<file path="src/rtl/pipeline_ctrl_pkg.sv">
// ---------------------------------------------------------------------------
// pipeline_ctrl_pkg
// Shared definitions for the pipeline stall/redirect controller.
//   - Bus/index macros used across the pipeline (stall vector layout, stage
//     indices, controller state encodings, and a fallback address bus).
//   - Package with the controller state enum, per-request stall patterns and
//     a helper that derives the bubble vector from a stall vector.
// No ports; this file is compiled ahead of every file that imports it.
// ---------------------------------------------------------------------------
`ifndef PIPELINE_CTRL_DEFINES
`define PIPELINE_CTRL_DEFINES

`ifndef ADDR_BUS
`define ADDR_BUS 31:0
`endif

`define STALL_BUS  4:0
`define STAGE_IF   0
`define STAGE_ID   1
`define STAGE_EX   2
`define STAGE_MEM  3
`define STAGE_WB   4

`define PCTRL_RUN  1'b0
`define PCTRL_HOLD 1'b1

`endif

package pipeline_ctrl_pkg;

   typedef enum logic {
      RUN  = `PCTRL_RUN,
      HOLD = `PCTRL_HOLD
   } pctrl_state_t;

   // A stall request freezes its own stage and everything upstream of it.
   localparam logic [`STALL_BUS] STALL_PAT_MEM  = 5'b01111;
   localparam logic [`STALL_BUS] STALL_PAT_EX   = 5'b00111;
   localparam logic [`STALL_BUS] STALL_PAT_ID   = 5'b00011;
   localparam logic [`STALL_BUS] STALL_PAT_IF   = 5'b00001;
   localparam logic [`STALL_BUS] STALL_PAT_NONE = 5'b00000;

   // A bubble goes in at the boundary where a held stage feeds a stage that
   // keeps moving; WB has nothing downstream so its bit is always 0.
   function automatic logic [`STALL_BUS] bubble_of(input logic [`STALL_BUS] s);
      return {1'b0, s[`STAGE_MEM:`STAGE_IF] & ~s[`STAGE_WB:`STAGE_ID]};
   endfunction

endpackage

</file>
<file path="src/rtl/pipeline_ctrl_stall_prio.sv">
// ---------------------------------------------------------------------------
// pipeline_stall_prio
// Combinational priority encode of the four per-stage stall requests into a
// single stall vector plus the matching bubble-insert vector.
// Ports:
//   stall_req_if/id/ex/mem  in   per-stage stall requests
//   stall                   out  1 = hold stage ([0]=PC/IF .. [4]=WB)
//   bubble                  out  1 = pipe reg into stage i+1 loads a NOP
// ---------------------------------------------------------------------------
module pipeline_stall_prio
   import pipeline_ctrl_pkg::*;
(
   input  logic              stall_req_if,
   input  logic              stall_req_id,
   input  logic              stall_req_ex,
   input  logic              stall_req_mem,
   output logic [`STALL_BUS] stall,
   output logic [`STALL_BUS] bubble
);

   // The furthest-downstream request wins since it already covers every
   // stage upstream of it.
   always_comb begin
      stall = STALL_PAT_NONE;
      if (stall_req_mem)
         stall = STALL_PAT_MEM;
      else if (stall_req_ex)
         stall = STALL_PAT_EX;
      else if (stall_req_id)
         stall = STALL_PAT_ID;
      else if (stall_req_if)
         stall = STALL_PAT_IF;
      bubble = bubble_of(stall);
   end

endmodule

</file>
<file path="src/rtl/pipeline_ctrl.sv">
// ---------------------------------------------------------------------------
// pipeline_ctrl
// Central stall/bubble sequencer for the 5-stage pipeline. Merges stall
// requests, derives bubbles, sequences PC redirects for branches resolved in
// ID (deferring them while IF is waiting on a fetch) and flags runaway stalls.
// Parameters:
//   STALL_TIMEOUT  consecutive stalled cycles before stall_timeout sets
// Ports:
//   clk, rst             clock; synchronous active-high reset
//   stall_req_*          per-stage stall requests (if/id/ex/mem)
//   branch_flag          ID resolved a taken branch this cycle
//   branch_addr          branch target from ID
//   stall, bubble        combined stall and NOP-insert vectors
//   pc_redirect          PC loads pc_target this edge
//   pc_target            redirect address, 0 when not redirecting
//   stall_timeout        sticky runaway-stall flag, cleared only by rst
// ---------------------------------------------------------------------------
module pipeline_ctrl
   import pipeline_ctrl_pkg::*;
#(
   parameter int STALL_TIMEOUT = 255
) (
   input  logic              clk,
   input  logic              rst,
   input  logic              stall_req_if,
   input  logic              stall_req_id,
   input  logic              stall_req_ex,
   input  logic              stall_req_mem,
   input  logic              branch_flag,
   input  logic [`ADDR_BUS]  branch_addr,
   output logic [`STALL_BUS] stall,
   output logic [`STALL_BUS] bubble,
   output logic              pc_redirect,
   output logic [`ADDR_BUS]  pc_target,
   output logic              stall_timeout
);

   localparam int CNT_W = $clog2(STALL_TIMEOUT + 1);
   localparam logic [CNT_W-1:0] CNT_MAX = CNT_W'(STALL_TIMEOUT);

   logic [`STALL_BUS] raw_stall;
   logic [`STALL_BUS] raw_bubble;
   pctrl_state_t      state;
   pctrl_state_t      next_state;
   logic [`ADDR_BUS]  pend_addr;
   logic              pend_load;
   logic [CNT_W-1:0]  stall_cnt;
   logic [CNT_W-1:0]  cnt_next;

   pipeline_stall_prio u_prio (
      .stall_req_if  (stall_req_if),
      .stall_req_id  (stall_req_id),
      .stall_req_ex  (stall_req_ex),
      .stall_req_mem (stall_req_mem),
      .stall         (raw_stall),
      .bubble        (raw_bubble)
   );

   // Reset forces the pipeline controls quiet so nothing is held or flushed
   // while the rest of the core is being initialised.
   always_comb begin
      stall  = rst ? '0 : raw_stall;
      bubble = rst ? '0 : raw_bubble;
   end

   // Redirect sequencing. A branch seen while ID itself is held is ignored
   // because it will be presented again. A branch seen while only IF is held
   // (delay slot still fetching) is parked in pend_addr and issued on the
   // first cycle IF is free again.
   always_comb begin
      next_state  = state;
      pc_redirect = 1'b0;
      pc_target   = '0;
      pend_load   = 1'b0;
      if (!rst) begin
         unique case (state)
            RUN: begin
               if (branch_flag && !stall[`STAGE_ID]) begin
                  if (!stall[`STAGE_IF]) begin
                     pc_redirect = 1'b1;
                     pc_target   = branch_addr;
                  end else begin
                     pend_load  = 1'b1;
                     next_state = HOLD;
                  end
               end
            end
            HOLD: begin
               if (!stall[`STAGE_IF]) begin
                  pc_redirect = 1'b1;
                  pc_target   = pend_addr;
                  next_state  = RUN;
               end
            end
            default: next_state = RUN;
         endcase
      end
   end

   // Consecutive-stall counter: restarts on any free cycle and parks at the
   // limit so it cannot wrap during a very long stall.
   always_comb begin
      cnt_next = '0;
      if (stall != '0)
         cnt_next = (stall_cnt == CNT_MAX) ? CNT_MAX : stall_cnt + CNT_W'(1);
   end

   // State, pending target, stall counter and sticky timeout flag. The flag
   // sets on the edge that completes the limit-th stalled cycle.
   always_ff @(posedge clk) begin
      if (rst) begin
         state         <= RUN;
         pend_addr     <= '0;
         stall_cnt     <= '0;
         stall_timeout <= 1'b0;
      end else begin
         state     <= next_state;
         stall_cnt <= cnt_next;
         if (pend_load)
            pend_addr <= branch_addr;
         if (cnt_next == CNT_MAX)
            stall_timeout <= 1'b1;
      end
   end

endmodule

</file>
<file path="config.mk">
export PLATFORM = sky130hd
export DESIGN_NAME = pipeline_ctrl
export DESIGN_NICKNAME = d
export VERILOG_FILES = /design/src/rtl/pipeline_ctrl_pkg.sv /design/src/rtl/pipeline_ctrl_stall_prio.sv /design/src/rtl/pipeline_ctrl.sv
export SDC_FILE = /design/constraint.sdc
export NUM_CORES = 1
export LEC_CHECK = 0
export ABC_CLOCK_PERIOD_IN_PS = 4800
export BUFFER_PORTS_ARGS = -buffer_cell sky130_fd_sc_hd__buf_2
export CAP_MARGIN = 10
export CORE_MARGIN = 3
export CORE_UTILIZATION = 40
export CTS_CLUSTER_SIZE = 20
export DETAILED_ROUTE_END_ITERATION = 10
export PLACE_DENSITY_LB_ADDON = 0.25
export SLEW_MARGIN = 20
export SYNTH_ARGS = -nofsm -noshare
export SYNTH_HDL_FRONTEND = slang
export SYNTH_HIERARCHICAL = 1
export SYNTH_SLANG_ARGS = --single-unit
</file>
<file path="constraint.sdc">
create_clock -name clk -period 4.8 [get_ports clk]
set_input_delay 0.72 -clock clk [delete_from_list [all_inputs] [get_ports clk]]
set_output_delay 0.72 -clock clk [all_outputs]
set_load 0.02 [all_outputs]
</file>
==> metrics.log, run 1 <==
INFO  metric drt_drc_violations_left = 0
INFO  metric synth_sequential_area_ratio = 37.1%
INFO  metric final_slew_viol_count = 0
INFO  metric p_sw_share = 26.3%
INFO  metric chipHeight = 81.3 µm
INFO  metric crit_path_end_kind = output pin
INFO  metric die_width = 81.3 µm
INFO  metric critPathKind = input pin to output pin
INFO  metric grt_use_total = 15.3%
INFO  metric floorplan.initialDensity = 42.7%
INFO  metric ctsRootBufferMaster = clkbuf_8
INFO  metric synth_top_cell_area_share = 37.1%
INFO  metric timing.final.setup_violations = 0
INFO  metric dpl-instance-area = 2680 µm²
INFO  metric synth_top_area_cell = dfxtp_1
INFO  metric cts_made_buffers = 5
INFO  metric postSynth.asyncResetShare = 0%
INFO  metric drt_iter0_markers = 113
INFO  metric p_sw = 189 µW
INFO  metric pwr-share-clk = 33.1%
INFO  metric cts_repair_resize_count = 0
INFO  metric max-cap-violations = 0
INFO  metric power_frac_comb = 15.5%
INFO  metric critical_path_buf_inv_count = 3
INFO  metric fin_worst_skew = 0.00551 ns
INFO  metric fp-row-count = 26
INFO  metric area_growth = 22.2%
INFO  metric layout_min_cycle_time = 3.34 ns
INFO  metric yosys-top-cells-area = dfxtp_1, mux2i_1, nor2_1
INFO  metric cts_max_path_buffers = 2
INFO  metric die-area = 6600 µm²
INFO  metric worst_skew_pair.late_latency = 0.29 ns
INFO  metric slowest_stage = or3_2
INFO  metric cts-htree-levels = 2
INFO  metric final_design_area_no_fill = 2770 µm²
INFO  metric tightestPinTransition = 0.605 ns
INFO  metric fraction_of_layout_cells_with_a_size_suffix_above_1 = 29.7%
INFO  metric crit_path_cell_trace = buf_2, or3_2, inv_1, a21oi_1, or3_2, nor2_1, buf_2
INFO  metric max-vdd-ir-drop = 0.130 mV
INFO  metric power.density = 259 nW/µm²
INFO  metric final.period_utilization = 69.6%
INFO  metric grt_max_degree = 46
INFO  metric postSynthAreaPerCell = 8.78 µm²
INFO  metric run_status = complete, no violations
INFO  metric achievable-frequency = 299 MHz
INFO  metric worstSetupStartpointType = input pin
INFO  metric p_seq_share = 51.4%
INFO  metric largest_delay_share_family_worst_path = simple AND/OR/NAND/NOR gates
INFO  metric syn-cell-area = 2270 µm²
INFO  metric synth.most_common_cell = nor2_1
INFO  metric design.final.nets = 369
INFO  metric number_of_clock_sinks_seen_by_cts = 42
INFO  metric cts.repair_timing.setup_buffer_count = 0
INFO  metric gp_congestion = 0.770
INFO  metric synth_edf_count = 0
INFO  metric diode_insertion_count_for_antenna_repair = 0
INFO  metric route.detailed.wl_per_inst = 12.4 µm
INFO  metric io_pins = 83
INFO  metric intPower = 528 µW
INFO  metric number_of_nets_with_antenna_violations_after_detailed_routing = 0
INFO  metric avgViaCountPerCell = 5.01
INFO  metric syn-instance-count = 258
INFO  metric yosys.cell_types.count = 39
INFO  metric first_pass_iters = 4
INFO  metric core-area = 5300 µm²
INFO  metric yosys_warnings = 6
INFO  metric wl = 4.98 mm
INFO  metric synth_top_cells_by_count = nor2_1, mux2i_1, dfxtp_1
INFO  metric worst_path_largest_cell_delay = 0.71 ns
INFO  metric critPathRequiredTime = 4.08 ns
INFO  metric first_pass_grt_wire_length = 8.07 mm
INFO  metric via_count = 2,003
INFO  metric io_buffers = 80
INFO  metric power.static_leakage = 0.00146 µW
INFO  metric grt.overflow.total = 0
INFO  metric worstPathArrival = 2.62 ns
INFO  metric top_flip_flop_cell_by_instance_count_after_synthesis = dfxtp_1
INFO  metric setup_repair_after_global_routing_missed_its_margin = no
INFO  metric worstHoldPathType = flip-flop to flip-flop
INFO  metric setup-tns-final = 0 ns
INFO  metric postCtsHoldBufs = 0
INFO  metric antenna_violations_before_repair = 0
INFO  metric synth_seq_cells = 42
INFO  metric worstPathMaxFanout = 33
INFO  metric dp.final_hpwl = 3.47 mm
INFO  metric slew_headroom = 59.6%
INFO  metric first_global_vias = 1,818
INFO  metric cts.reportedPaths.clkPinSlew = 0.08 ns
INFO  metric clock_tree_from_tritoncts = done
INFO  metric timing.final.hold_violations = 0
## layer usage
metal | vias up | GRT usage [%] | share of wire [%]
met4 | 0 | 6.08 | 1.7
met5 | - | 0 | 0
met2 | 59 | 25.2 | 46
met3 | 7 | 3.10 | 6.0
met1 | 921 | 19.6 | 47
li1 | 1016 | - | -
## worst paths after layout
check / slack (ns) / from / endpoint / cells after the start
max reg2reg: 2.75 / state / pend_addr[18] / 5
min: 0.50 / pend_addr[29] / pend_addr[29] / 2
min reg2reg: 0.50 / pend_addr[29] / pend_addr[29] / 2
max: 1.46 / stall_req_mem / pc_target[24] / 7
## cells by family (layout without fill, tap and decap cells)
family	count (synthesis)	in the layout	synth area share [%]
buf+inv	26	97	5.63
fa+ha+maj	1	1	0.552
compound gates	21	21	6.35
simple gates	100	100	20.8
xor+xnor	3	3	1.16
other cells	1	2	0.165
flops	42	42	37.1
mux	64	64	28.3
## metrics by stage
step                      util (%)  std cells  hold slack, ns  setup slack, ns  total power (µW)
after floorplan                  -        259           0.463             1.81               456
after global placement        50.5        392           0.474             1.33               488
after detailed placement      50.5        392           0.488             1.28               489
after CTS                     52.2        400           0.507             1.27               728
after global routing          52.2        400           0.519             1.32               752
final                         52.2        400           0.498             1.46               717
## area by class of cell
class	count	area (µm²)
Clock buffer	7	86.3
Clock inverter	1	5.00
Fill cell	530	2530
Inverter	6	22.5
Multi-Input combinational cell	191	1300
Sequential cell	42	842
Tap cell	70	87.6
Timing Repair Buffer	83	423
## state kept, by name, indices dropped and copies added (netlist names)
signal / cells
stall_timeout: 1
stall_cnt: 8
state: 1
pend_addr: 32
## power groups by stage
stage / Combinational (µW) / Sequential (µW) / Clock, µW
global placement: 111 / 376 / 0
global route: 124 / 371 / 257
finish: 111 / 369 / 238
detailed placement: 112 / 377 / 0
CTS: 112 / 369 / 247
floorplan: 81.1 / 375 / 0
## worst register-to-register path, stage by stage, from the launching register on
cell and delay (ns):
dfxtp_2 0.33, buf_4 0.46, nand4b_2 0.36, buf_4 0.46, mux2i_1 0.27, nor2_1 0.05
## cell usage in the layout, fill, tap and decap left out, types with 2 or more instances in the layout
| cell type | n |
|---|---|
| buf_2 | 80 |
| nor2_1 | 66 |
| mux2i_1 | 64 |
| dfxtp_1 | 41 |
| nor2b_1 | 11 |
| a21oi_1 | 11 |
| inv_1 | 6 |
| clkbuf_8 | 6 |
| nand2_1 | 3 |
| buf_4 | 3 |
| or3_2 | 2 |
| and2_1 | 2 |
| nor4_1 | 2 |
| a21o_1 | 2 |
| nand3_1 | 2 |
| xnor2_1 | 2 |
| conb_1 | 2 |
Note: power is estimated with default switching activity, not from simulation.
==> run 2: changes to the inputs <==
Settings changed: ABC_CLOCK_PERIOD_IN_PS 4800 to 3050.
Clock period 4.8 ns to 3.05 ns, I/O delays scaled along.
==> metrics.log, run 2 (same netlist as run 1, synthesis figures left out) <==
INFO  metric power.density = 397 nW/µm² (+53%)
INFO  metric cells_on_worst_reg2reg_path = 5 (unchanged)
INFO  metric fin_worst_hold_slack = 0.418 ns (-0.0802 ns)
INFO  metric cts_max_path_buffers = 2 (unchanged)
INFO  metric grt_use_total = 15.4% (+0.073 points)
INFO  metric cts-htree-levels = 2 (unchanged)
INFO  metric drt_drc_violations_left = 0 (unchanged)
INFO  metric drt_iter0_markers = 57 (-50%)
INFO  metric wl = 4.88 mm (-2.0%)
INFO  metric setup_ws = 0.468 ns (-0.989 ns)
INFO  metric layout_min_cycle_time = 2.58 ns
INFO  metric core-area = 5300 µm² (unchanged)
INFO  metric critPathRequiredTime = 2.59 ns (-1.49 ns)
INFO  metric area_growth = 22.6%
INFO  metric run_status = complete, no violations
INFO  metric worstHoldPathType = input pin to flip-flop
INFO  metric fraction_of_layout_cells_with_a_size_suffix_above_1 = 29.5% (-0.21 points)
INFO  metric tightestPinTransition = 0.573 ns (-0.0326 ns)
INFO  metric postCtsHoldBufs = 0 (unchanged)
INFO  metric route.detailed.wl_per_inst = 12.2 µm (-1.8%)
INFO  metric worstSetupStartpointType = input pin
INFO  metric cts_repair_resize_count = 0 (unchanged)
INFO  metric diode_insertion_count_for_antenna_repair = 0 (unchanged)
INFO  metric critPathMostFrequentCell = buf_2
INFO  metric ctsRootBufferMaster = clkbuf_8
INFO  metric cts_made_buffers = 5 (unchanged)
INFO  metric worst-r2r-setup-slack = 1.32 ns (-1.43 ns)
INFO  metric registers.top_by_ff_count = pend_addr
INFO  metric die-area = 6600 µm² (unchanged)
INFO  metric gp_congestion = 0.820 (+6.5%)
INFO  metric design.final.nets = 370 (+0.27%)
INFO  metric finalNonFillerCells = 399 (-0.25%)
INFO  metric dp.final_hpwl = 3.38 mm (-2.5%)
INFO  metric timing.final.hold_violations = 0 (unchanged)
INFO  metric worstHoldEndpoint = pend_addr[0]
INFO  metric largest_register_ffs = 32 (unchanged)
INFO  metric max-vdd-ir-drop = 0.215 mV (+65%)
INFO  metric floorplan.initialDensity = 42.7% (unchanged)
INFO  metric number_of_clock_sinks_seen_by_cts = 42 (unchanged)
INFO  metric crit_path_cell_trace = buf_2, or3_2, inv_1, a21oi_1, or3_1, buf_4, nor2_1, buf_2
INFO  metric critPathKind = input pin to output pin
INFO  metric post-place-cells = 393 (+0.26%)
INFO  metric fin_worst_skew = 0.00330 ns (-0.00221 ns)
INFO  metric worstPathArrival = 2.12 ns (-0.50 ns)
INFO  metric timing.final.setup_violations = 0 (unchanged)
INFO  metric first_pass_grt_wire_length = 7.94 mm (-1.6%)
INFO  metric via_count = 1,953 (-2.5%)
INFO  metric layout_commonest_cell = buf_2
INFO  metric grt.overflow.total = 0 (unchanged)
INFO  metric final.period_utilization = 84.6%
INFO  metric slew_headroom = 61.8% (+2.2 points)
INFO  metric fillCellCount = 517 (-2.5%)
INFO  metric worst_path_largest_cell_delay = 0.49 ns (-0.22 ns)
INFO  metric first_pass_iters = 4 (unchanged)
INFO  metric largestRegisters = pend_addr (32), stall_cnt (8)
INFO  metric mostFrequentLayoutCells = buf_2, nor2_1, mux2i_1
INFO  metric multi_input_comb_area = 1300 µm² (about the same)
INFO  metric setup-tns-final = 0 ns (unchanged)
INFO  metric io_buffers = 80 (unchanged)
INFO  metric max-cap-violations = 0 (unchanged)
INFO  metric regArea = 842 µm² (unchanged)
INFO  metric avgViaCountPerCell = 4.89 (-2.3%)
INFO  metric cts.reportedPaths.clkPinSlew = 0.07 ns (about the same)
INFO  metric chipHeight = 81.3 µm (unchanged)
INFO  metric clock_tree_from_tritoncts = done
INFO  metric number_of_nets_with_antenna_violations_after_detailed_routing = 0 (unchanged)
INFO  metric antenna_violations_before_repair = 0 (unchanged)
INFO  metric place_ws = 0.439 ns (-0.838 ns)
INFO  metric io_pins = 83 (unchanged)
INFO  metric cts.repair_timing.setup_buffer_count = 0 (unchanged)
INFO  metric worst_hold_startpoint = branch_addr[0]
INFO  metric final_slew_viol_count = 0 (unchanged)
INFO  metric grt_max_degree = 46 (unchanged)
INFO  metric crit_path_end_kind = output pin
INFO  metric rr_startpoint = state
INFO  metric die_width = 81.3 µm (unchanged)
INFO  metric setup_repair_after_global_routing_missed_its_margin = no
INFO  metric first_global_vias = 1,829 (+0.61%)
INFO  metric slowest_stage = or3_2
INFO  metric worst_hold_path.num_cells = 3 (+1)
INFO  metric timing.rr.end = pend_addr[7]
INFO  metric worstPathMaxFanout = 33 (unchanged)
INFO  metric achievable-frequency = 387 MHz
INFO  metric power.static_leakage = 0.00146 µW (+0.32%)
INFO  metric worst_skew_pair.late_latency = 0.28 ns (about the same)
INFO  metric fp-row-count = 26 (unchanged)
[run 2: changes by cell type in the layout (fill, tap and decap cells not counted), sizes merged]
cell,before,now
clkbuf,7,6
clkinv,1,0
buf,83,84
[run 2: final cells by class]
cell class                      instances  share of cell area, %
Tap cell                               70                   3.15
Inverter                                6                  0.810
Sequential cell                        42                   30.3
Clock buffer                            6                   2.97
Multi-Input combinational cell        191                   46.8
Timing Repair Buffer                   84                   15.9
[run 2: metal layers]
metal  part of all wire [%]  track usage, %  wire length (µm)  up-vias
met2                     47            26.9              2310       55
met3                    6.9            4.77               335        2
met4                   0.51            4.56                25        0
met1                     45            18.0              2210      880
li1                       -               -                 -     1016
met5                      0               0                 0        -
[run 2: power breakdown]
group	leakage (µW)	switching, µW	internal, µW
Sequential	0.000342	12.3	568
Clock	0.0000431	172	175
Combinational	0.00108	93.0	82.4
[run 2: worst max-delay path by stage]
stage	end	cells past startpoint	from
6_report	pc_target[7]	8	stall_req_mem
5_1_grt	pc_target[24]	8	stall_req_mem
4_1_cts	pc_target[31]	8	stall_req_mem
3_5_place_dp	pc_target[31]	8	stall_req_mem
3_3_place_gp	pc_target[31]	8	stall_req_mem
2_1_floorplan	pc_target[10]	7	stall_req_mem
[run 2: worst max-delay path, delay by kind of cell]
kind,cells,cell delay (ns)
buffers and inverters,4,0.66
AND/OR/NAND/NOR,3,0.94
AO/OA/AOI/OAI,1,0.05
[run 2: stage by stage]
| step | util (%) | instance area [µm²] | power (µW) |
|---|---|---|---|
| floorplan | - | 2270 | 717 |
| global placement | 50.8 | 2700 | 769 |
| detailed placement | 50.8 | 2700 | 771 |
| CTS | 52.4 | 2780 | 1120 |
| global route | 52.4 | 2780 | 1160 |
| finish | 52.4 | 2780 | 1100 |
